==> config.mk <==
export PLATFORM = sky130hd
export DESIGN_NAME = dmem_arbiter
export DESIGN_NICKNAME = d
export VERILOG_FILES = /design/src/rtl/dmem_arb_pkg.sv /design/src/rtl/dmem_arbiter_sat_counter.sv /design/src/rtl/dmem_arbiter.sv
export SDC_FILE = /design/constraint.sdc
export NUM_CORES = 1
export LEC_CHECK = 0
export BUFFER_PORTS_ARGS = -buffer_cell sky130_fd_sc_hd__buf_2
export CAP_MARGIN = 20
export CORE_UTILIZATION = 38
export CTS_CLUSTER_SIZE = 12
export DETAILED_ROUTE_END_ITERATION = 7
export PLACE_DENSITY = 0.84
export SYNTH_ARGS = -nofsm -noshare
export SYNTH_HDL_FRONTEND = slang
export SYNTH_SLANG_ARGS = --single-unit
==> constraint.sdc <==
create_clock -name clk -period 3.4 [get_ports clk]
set_input_delay 0.68 -clock clk [delete_from_list [all_inputs] [get_ports clk]]
set_output_delay 0.68 -clock clk [all_outputs]
set_load 0.02 [all_outputs]
==> src/rtl/dmem_arb_pkg.sv <==
// Shared types and default sizing for the data-memory arbiter.
package dmem_arb_pkg;

  localparam int DEF_AW            = 8;
  localparam int DEF_DW            = 8;
  localparam int DEF_HOST_WAIT_MAX = 4;
  localparam int DEF_MAX_BURST     = 8;
  localparam int DEF_CNT_W         = 16;

  // FSM register: which requester owned memory in the previous cycle
  typedef enum logic [1:0] {
    IDLE,
    CORE,
    HOST,
    RELEASE
  } arb_state_t;

  // Combinational grant decision for the current cycle
  typedef enum logic [1:0] {
    OWN_NONE,
    OWN_CORE,
    OWN_HOST
  } owner_t;

  // Bits needed to hold values 0..max_val, never less than one bit
  function automatic int cnt_width(input int max_val);
    if (max_val < 1) return 1;
    return $clog2(max_val + 1);
  endfunction

endpackage

==> src/rtl/dmem_arbiter_sat_counter.sv <==
// Saturating up-counter with synchronous clear; sticks at MAX_VAL.
module arb_sat_counter #(
  parameter int               WIDTH   = 8,
  parameter logic [WIDTH-1:0] MAX_VAL = '1
) (
  input  logic             clk,
  input  logic             reset,
  input  logic             clr,
  input  logic             inc,
  output logic [WIDTH-1:0] count
);

  // Clear wins over increment; increment stops at the ceiling
  always_ff @(posedge clk) begin
    if (reset || clr) begin
      count <= '0;
    end else if (inc && (count != MAX_VAL)) begin
      count <= count + WIDTH'(1);
    end
  end

endmodule

==> src/rtl/dmem_arbiter.sv <==
// Arbiter sharing the single-port data memory between the core datapath and
// a host loader/debug port. Core has default priority; a host kept waiting
// for HOST_WAIT_MAX cycles is forced in, and h_lock bursts are capped at
// MAX_BURST grants before one cycle is offered back to the core.
// Optional build macro ARB_STATS_EN adds saturating stall/host-grant counters.
module dmem_arbiter
  import dmem_arb_pkg::*;
#(
  parameter int AW            = DEF_AW,
  parameter int DW            = DEF_DW,
  parameter int HOST_WAIT_MAX = DEF_HOST_WAIT_MAX,
  parameter int MAX_BURST     = DEF_MAX_BURST
`ifdef ARB_STATS_EN
  ,
  parameter int CNT_W         = DEF_CNT_W
`endif
) (
  input  logic          clk,
  input  logic          reset,
  input  logic          c_req,
  input  logic          c_we,
  input  logic [AW-1:0] c_addr,
  input  logic [DW-1:0] c_wdata,
  output logic [DW-1:0] c_rdata,
  output logic          core_stall,
  input  logic          h_req,
  input  logic          h_we,
  input  logic          h_lock,
  input  logic [AW-1:0] h_addr,
  input  logic [DW-1:0] h_wdata,
  output logic          h_ack,
  output logic [DW-1:0] h_rdata,
  output logic          m_we,
  output logic [AW-1:0] m_addr,
  output logic [DW-1:0] m_wdata,
  input  logic [DW-1:0] m_rdata
`ifdef ARB_STATS_EN
  ,
  output logic [CNT_W-1:0] stall_cnt,
  output logic [CNT_W-1:0] host_cnt
`endif
);

  localparam int WAIT_W  = cnt_width(HOST_WAIT_MAX);
  localparam int BURST_W = cnt_width(MAX_BURST);
  localparam logic [WAIT_W-1:0]  WAIT_MAX_V  = WAIT_W'(HOST_WAIT_MAX);
  localparam logic [BURST_W-1:0] BURST_MAX_V = BURST_W'(MAX_BURST);

  arb_state_t         state_q;
  owner_t             owner;
  logic [BURST_W-1:0] burst_cnt;
  logic [BURST_W-1:0] burst_base;
  logic [BURST_W-1:0] burst_next;
  logic [WAIT_W-1:0]  wait_cnt;
  logic               core_grant;
  logic               host_grant;

  // Per-cycle grant, first matching rule wins; nothing is granted in reset
  always_comb begin
    owner = OWN_NONE;
    if (reset) begin
      owner = OWN_NONE;
    end else if ((state_q == HOST) && h_req && (burst_cnt < BURST_MAX_V)) begin
      owner = OWN_HOST;
    end else if ((state_q == RELEASE) && c_req) begin
      owner = OWN_CORE;
    end else if (c_req && (wait_cnt < WAIT_MAX_V)) begin
      owner = OWN_CORE;
    end else if (h_req) begin
      owner = OWN_HOST;
    end
  end

  assign core_grant = (owner == OWN_CORE);
  assign host_grant = (owner == OWN_HOST);

  // A host grant outside HOST starts a fresh burst, so count from zero there
  assign burst_base = (state_q == HOST) ? burst_cnt : '0;
  assign burst_next = burst_base + BURST_W'(1);

  // Owner FSM and burst length tracking
  always_ff @(posedge clk) begin
    if (reset) begin
      state_q   <= IDLE;
      burst_cnt <= '0;
    end else if (host_grant) begin
      burst_cnt <= burst_next;
      if (h_lock && (burst_next < BURST_MAX_V)) begin
        state_q <= HOST;
      end else if (h_lock && (burst_next == BURST_MAX_V)) begin
        state_q <= RELEASE;
      end else begin
        state_q <= IDLE;
      end
    end else begin
      burst_cnt <= '0;
      state_q   <= core_grant ? CORE : IDLE;
    end
  end

  // Cycles the host has waited for an ack; saturating at the force-in threshold
  arb_sat_counter #(
    .WIDTH  (WAIT_W),
    .MAX_VAL(WAIT_MAX_V)
  ) u_wait_cnt (
    .clk  (clk),
    .reset(reset),
    .clr  (host_grant),
    .inc  (h_req && !host_grant),
    .count(wait_cnt)
  );

  assign core_stall = c_req && !core_grant && !reset;
  assign h_ack      = host_grant;
  assign c_rdata    = m_rdata;
  assign h_rdata    = m_rdata;

  // Steer the granted requester onto the memory port; idle port never writes
  always_comb begin
    m_we    = 1'b0;
    m_addr  = '0;
    m_wdata = '0;
    case (owner)
      OWN_CORE: begin
        m_we    = c_we;
        m_addr  = c_addr;
        m_wdata = c_wdata;
      end
      OWN_HOST: begin
        m_we    = h_we;
        m_addr  = h_addr;
        m_wdata = h_wdata;
      end
      default: begin
        m_we    = 1'b0;
        m_addr  = '0;
        m_wdata = '0;
      end
    endcase
  end

`ifdef ARB_STATS_EN
  // Cycles in which the core was held off
  arb_sat_counter #(
    .WIDTH(CNT_W)
  ) u_stall_cnt (
    .clk  (clk),
    .reset(reset),
    .clr  (1'b0),
    .inc  (core_stall),
    .count(stall_cnt)
  );

  // Accesses granted to the host
  arb_sat_counter #(
    .WIDTH(CNT_W)
  ) u_host_cnt (
    .clk  (clk),
    .reset(reset),
    .clr  (1'b0),
    .inc  (host_grant),
    .count(host_cnt)
  );
`endif

endmodule
After elaboration in Yosys (flattened, before gate mapping):

Index checks and enable logic that the tools add are counted.

* output and inout port bits: 35
* bits in registers: 9
* logic and storage cells: 43
* input bits: 47

* magnitude comparators: 3
* reduce and logical (&&, ||, !) cells: 15
* multiplexer cells: 13
* equality and inequality tests: 6
* bitwise gates (word level): 1
* add/sub/neg operators: 2

Operators by type and width (number)
* $pmux W8 S2: 2
* $mux W2: 8
* $logic_and A1 B1 Y1: 10
* $lt A4 B4 Y1 const B: 2
* $eq A2 B2 Y1 const B: 3
* $add A4 B1 Y4 const B: 1
* $eq A4 B4 Y1 const B: 1
* $mux W4: 1
* $add A3 B1 Y3 const B: 1
* $logic_not A1 Y1: 3
* $lt A3 B3 Y1 const B: 1
* $ne A3 B3 Y1 const B: 1
* $eq A2 B1 Y1 const B: 1
* $pmux W1 S2: 1
* $reduce_or A2 Y1: 1
* $logic_or A1 B1 Y1: 1
* $mux W1: 1
* $not A1 Y1: 1

Logic depth before layout (Yosys ltp):

* depth in word-level cells: 10
* mapped depth: 10
* gate-level depth less buffers: 8

By module:

From an unflattened synthesis, not the netlist that was laid out.

* cell total of the unflattened synthesis: 116
* area total of the unflattened synthesis: 1001.0 sq um

By module, submodules not included
* dmem_arbiter: instances 1, cells an instance 99, seq. area each 120.1 sq um, area an instance 812.0 sq um
* arb_sat_counter: instances 1, cells an instance 17, seq. area each 60.1 sq um, area an instance 188.9 sq um

Worst setup path before layout:

No wires, ideal clock.

* path type: input to output
* from: input h_req
* to: output m_addr[0]
* buffers on the path: 3
* path slack: 364 ps
* stages: 10
* data required time: 2720 ps
* data arrival time: 2356 ps
* cell sequence: and3b_1 -> o21ai_2 -> nand2_4 -> buf_6 -> nand2_1 -> ha_1 -> nor2b_1 -> clkbuf_1 -> buf_2 -> a32o_1

* word-level cells in the longest chain between the ends: 7
* elaborated cells between the ends (all ways): 10
* classes of those cells: eq/ne (2); mux (6); reduce/logical (2)

RTL lines
* start: declaration: line dmem_arbiter.sv:26 `input logic h_req,`
* $mux W2: line dmem_arbiter.sv:69 `end else if (h_req) begin`
* $mux W2: line dmem_arbiter.sv:67 `end else if (c_req && (wait_cnt < WAIT_MAX_V)) begin`
* $mux W2: line dmem_arbiter.sv:65 `end else if ((state_q == RELEASE) && c_req) begin`
* $mux W2 (*): line dmem_arbiter.sv:63 `end else if ((state_q == HOST) && h_req && (burst_cnt < BURST_MAX_V)) begin`
* $mux W2 (*): line dmem_arbiter.sv:61 `if (reset) begin`
* $eq A2 B2 Y1 or $eq A2 B1 Y1 (tied branches): line dmem_arbiter.sv:123 `case (owner)`
* $pmux W8 S2 (*): line dmem_arbiter.sv:123
* end: declaration: line dmem_arbiter.sv:34 `output logic [AW-1:0] m_addr,`

Every way passes the cells marked *; elsewhere a longest branch is shown, timed or not.

Final worst setup path:

* from: input h_req
* to: output m_wdata[5]

* word-level cells in the longest chain between the ends: 7
* elaborated cells between the ends (all ways): 10
* classes of those cells: eq/ne (2); mux (6); reduce/logical (2)

RTL lines
* $mux W2: line dmem_arbiter.sv:69
* $mux W2: line dmem_arbiter.sv:67
* $mux W2: line dmem_arbiter.sv:65
* $mux W2 (*): line dmem_arbiter.sv:63
* $mux W2 (*): line dmem_arbiter.sv:61
* $eq A2 B2 Y1 or $eq A2 B1 Y1 (tied branches): line dmem_arbiter.sv:123
* $pmux W8 S2 (*): line dmem_arbiter.sv:123
* end: declaration: line dmem_arbiter.sv:35 `output logic [DW-1:0] m_wdata,`

Marked as above.

==> out/qor_table.md <==
| Result | Value | Unit |
|:---|:---|:---|
| Multiplexer share of the synthesized area | 0 | % |
| Share of post-route cells with drive strength above 1 | 43.31 | % |
| Largest net degree at the start of global routing | 20 | - |
| Number of core rows | 17 | - |
| Total of endpoints with negative setup slack in the final report | 0 | - |
| DR DRC count | 0 | - |
| Post-route design area | 1169 | um^2 |
| Synth Area in Compound Gates | 22.70 | % |
| Summed instance area of the synthesized netlist | 953.4 | um^2 |
| Asr flop ratio synth | 0 | % |
| Post-detail-place hpwl | 1965 | um |
| Final antenna diode count | 0 | - |
| Share of the cycle needed by the critical path after routing | 93.79 | % |
| Maximum capacitance violations | 0 | - |
| Power, Total | 291.9 | uW |
| Number of H-tree branching levels | 1 | - |
| Tightest Pin Transition | 0.4128 | ns |
| Required arrival time at the worst endpoint | 2.72 | ns |
| Fraction of post-synthesis cell area in the top cell type by area | 18.90 | % |
| Worst skew pair latency | 0.27 | ns |
| Launching element type of the critical path | input pin | - |
| Count of antenna-violating nets left after detailed routing | 0 | - |
| Area fraction in and, or, nand and nor cells after synthesis | 30.05 | % |
| Post-Route Setup TNS | 0 | ns |
| Number of distinct standard cells referenced by the synthesized netlist | 31 | - |
| Number of buffers added for setup after CTS | 0 | - |
| Area taken by flip-flops and latches | 180.2 | um^2 |
| Inserted Clock Buffers | 3 | - |
| Max incr delay on CP | 0.24 | ns |
| Count of pins over their slew limit | 0 | - |
| Worst min path class | flop to flop | - |
| Number of instances in the placed design | 181 | - |
| Worst IR drop on VDD | 0.2054 | mV |
| Count of hold-fix buffers inserted at cts | 0 | - |
| Largest buffer count on any clock path | 2 | - |
| Syn-to-layout area delta | 22.57 | % |
| Width of the die | 52.09 | um |
| Clock tree from TritonCTS | built | - |
| Number of port buffers | 57 | - |
| Worst slew margin | 72.23 | % |
| Seq cells post-synth | 9 | - |
| Xor/xnor share of the synthesized area | 2.756 | % |
| Chain of cells forming the critical path | buf_2, and3b_1, o21ai_2, nand2_4, nand2_1, ha_1, buf_4, nor2b_1, buf_4, a32o_1, buf_2 | - |
| Grt ovf | 0 | - |
| Drt initial violations | 16 | - |
| Critical-path cell with the highest stage delay | sky130_fd_sc_hd__ha_1 | - |
| Least setup slack across all paths after layout | 0.2112 | ns |
| Clock tree root driver cell | sky130_fd_sc_hd__clkbuf_4 | - |
| Post-cts gate resize count | 0 | - |
| Number of enable-type register cells in the synthesized netlist | 0 | - |
| Number of I/O pins | 82 | - |
| Area leader, netlist | sky130_fd_sc_hd__dfxtp_1 | - |
| Time the final worst path needs with I/O delays and setup | 3.189 | ns |
| Total routing resource utilization after global routing | 17.59 | % |
| Maximum operating frequency | 313.6 | MHz |
| Effective utilization at floorplan | 41.50 | % |
| Unrepaired setup endpoints after global routing | false | - |
| Run status | finished, final reports clean | - |
| Number of cells in the finished layout apart from fillers | 185 | - |
| Primary flip-flop cell chosen by synthesis mapping | sky130_fd_sc_hd__dfxtp_1 | - |
| Maximum fanout along the worst path | 19 | - |
| Die Area | 2713 | um^2 |
| Filler cells | 235 | - |
| Net count of the finished layout | 211 | - |
| Die outline height | 52.09 | um |
| Per-cell via count in the routed design | 5.357 | - |
| Portion of the post-synthesis area used by sequential elements | 18.90 | % |
| Number of nets produced by synthesis | 168 | - |
| Number of warnings printed during yosys synthesis | 0 | - |
| Adder-cell share of the synthesized area | 7.874 | % |
| Synth top area cells | sky130_fd_sc_hd__dfxtp_1, sky130_fd_sc_hd__a32o_1, sky130_fd_sc_hd__buf_4 | - |
| Wire length of the first global-routing pass | 3519 | um |
| Post-synth top cells | sky130_fd_sc_hd__a32o_1, sky130_fd_sc_hd__buf_4, sky130_fd_sc_hd__and2b_1 | - |
| Worst Setup Path Type | input pin to primary output | - |
| Initial antenna violation count | 0 | - |
| Area occupied by multi-input gates | 604.3 | um^2 |
| Final weighted congestion in routability-driven placement | 0.7842 | - |
| Layout Skew | 0.009338 | ns |
| Power density of the placed cells | 249.8 | nW/um^2 |
| CTS clk-pin slew, worst paths | 0.07 | ns |
| Gate Count Post-Synth | 115 | - |
| Detailed Routing Iterations Pass 1 | 4 | - |
| Routed len/inst | 13.17 | um |
| CORE AREA | 2297 | um^2 |
| Detailed-route via count | 991 | - |
| Total clock sinks | 9 | - |
| Count of endpoints failing hold in the final timing report | 0 | - |
| Worst setup EP type | primary output | - |
| Largest family of logic cells by synthesized area | simple AND/OR/NAND/NOR gates | - |
| Arr. time, crit path | 2.51 | ns |
| Cell area reported after detailed placement | 1142 | um^2 |
| Via count of the first global-routing pass | 931 | - |
| Worst Setup Slack post-DPL | 0.2172 | ns |
| Synth Area per Inst | 8.291 | um^2 |
| Final wirelength | 2436 | um |
| Leakage | 0.0006011 | uW |
## logic make-up (layout without fill, tap and decap cells)
group / after synthesis / count (layout)
xor gates and xnor gates: 3 / 3
AOI/OAI and AO/OA: 24 / 24
buffers and inverters: 26 / 68
adders and majority gates: 6 / 6
DFF: 9 / 9
and+or+nand+nor: 47 / 47
## worst max-delay path, delay by kind of cell
| kind | cells | cell delay, ns |
|---|---|---|
| AND/OR/NAND/NOR | 4 | 0.55 |
| adder cells (fa/ha/maj) | 1 | 0.24 |
| buffers and inverters | 4 | 0.70 |
| AO/OA/AOI/OAI | 2 | 0.33 |
## metrics by stage
step	utilization, %	hold slack (ns)
after CTS	50.87	0.5689
final	50.87	0.5711
after global routing	50.87	0.5974
after detailed placement	49.73	0.5562
after global placement	49.73	0.5192
after floorplan	-	0.4919
## area by class of cell
class / count / area share, %
flip-flops and latches: 9 / 15.42
clock buffers: 4 / 2.248
multi-input cells: 80 / 51.71
well taps: 28 / 2.998
inverters: 4 / 1.285
repair buffers: 60 / 26.34
## registers in the layout, summed over array words and instances, names as in the netlist
name and flops:
burst_cnt 4, u_wait_cnt.count 3, state_q 2
## per-layer routing
layer	up-vias	share of wire (%)	GRT usage, %
li1	480	-	-
met1	452	37	16.34
met2	54	51	34.40
met3	5	11	7.895
met4	0	0.70	3.604
met5	-	0	0
## cell usage in the layout, fill, tap and decap left out, types with 3 or more instances in the layout
cell                        n
sky130_fd_sc_hd__buf_2     57
sky130_fd_sc_hd__a32o_1    16
sky130_fd_sc_hd__and2b_1   11
sky130_fd_sc_hd__dfxtp_1    9
sky130_fd_sc_hd__nor2b_1    8
sky130_fd_sc_hd__nor2_1     8
sky130_fd_sc_hd__nand2_1    6
sky130_fd_sc_hd__ha_1       6
sky130_fd_sc_hd__inv_1      4
sky130_fd_sc_hd__clkbuf_4   3
sky130_fd_sc_hd__buf_4      3
## final timing paths
kind | slack [ns] | depth (start not counted) | endpoint | start
max | 0.21 | 11 | m_wdata[5] | h_req
min | 0.57 | 1 | u_wait_cnt.count[2] | u_wait_cnt.count[2]
max reg2reg | 1.55 | 6 | u_wait_cnt.count[2] | burst_cnt[3]
min reg2reg | 0.57 | 1 | u_wait_cnt.count[2] | u_wait_cnt.count[2]
## power breakdown
part	switching (uW)	total, uW	internal, uW
combinational	49.6	96.5	46.9
sequential	2.33	111	109
clock	39.1	84.4	45.3
total	91.0	292	201
Power figures use the tool's default switching activity.
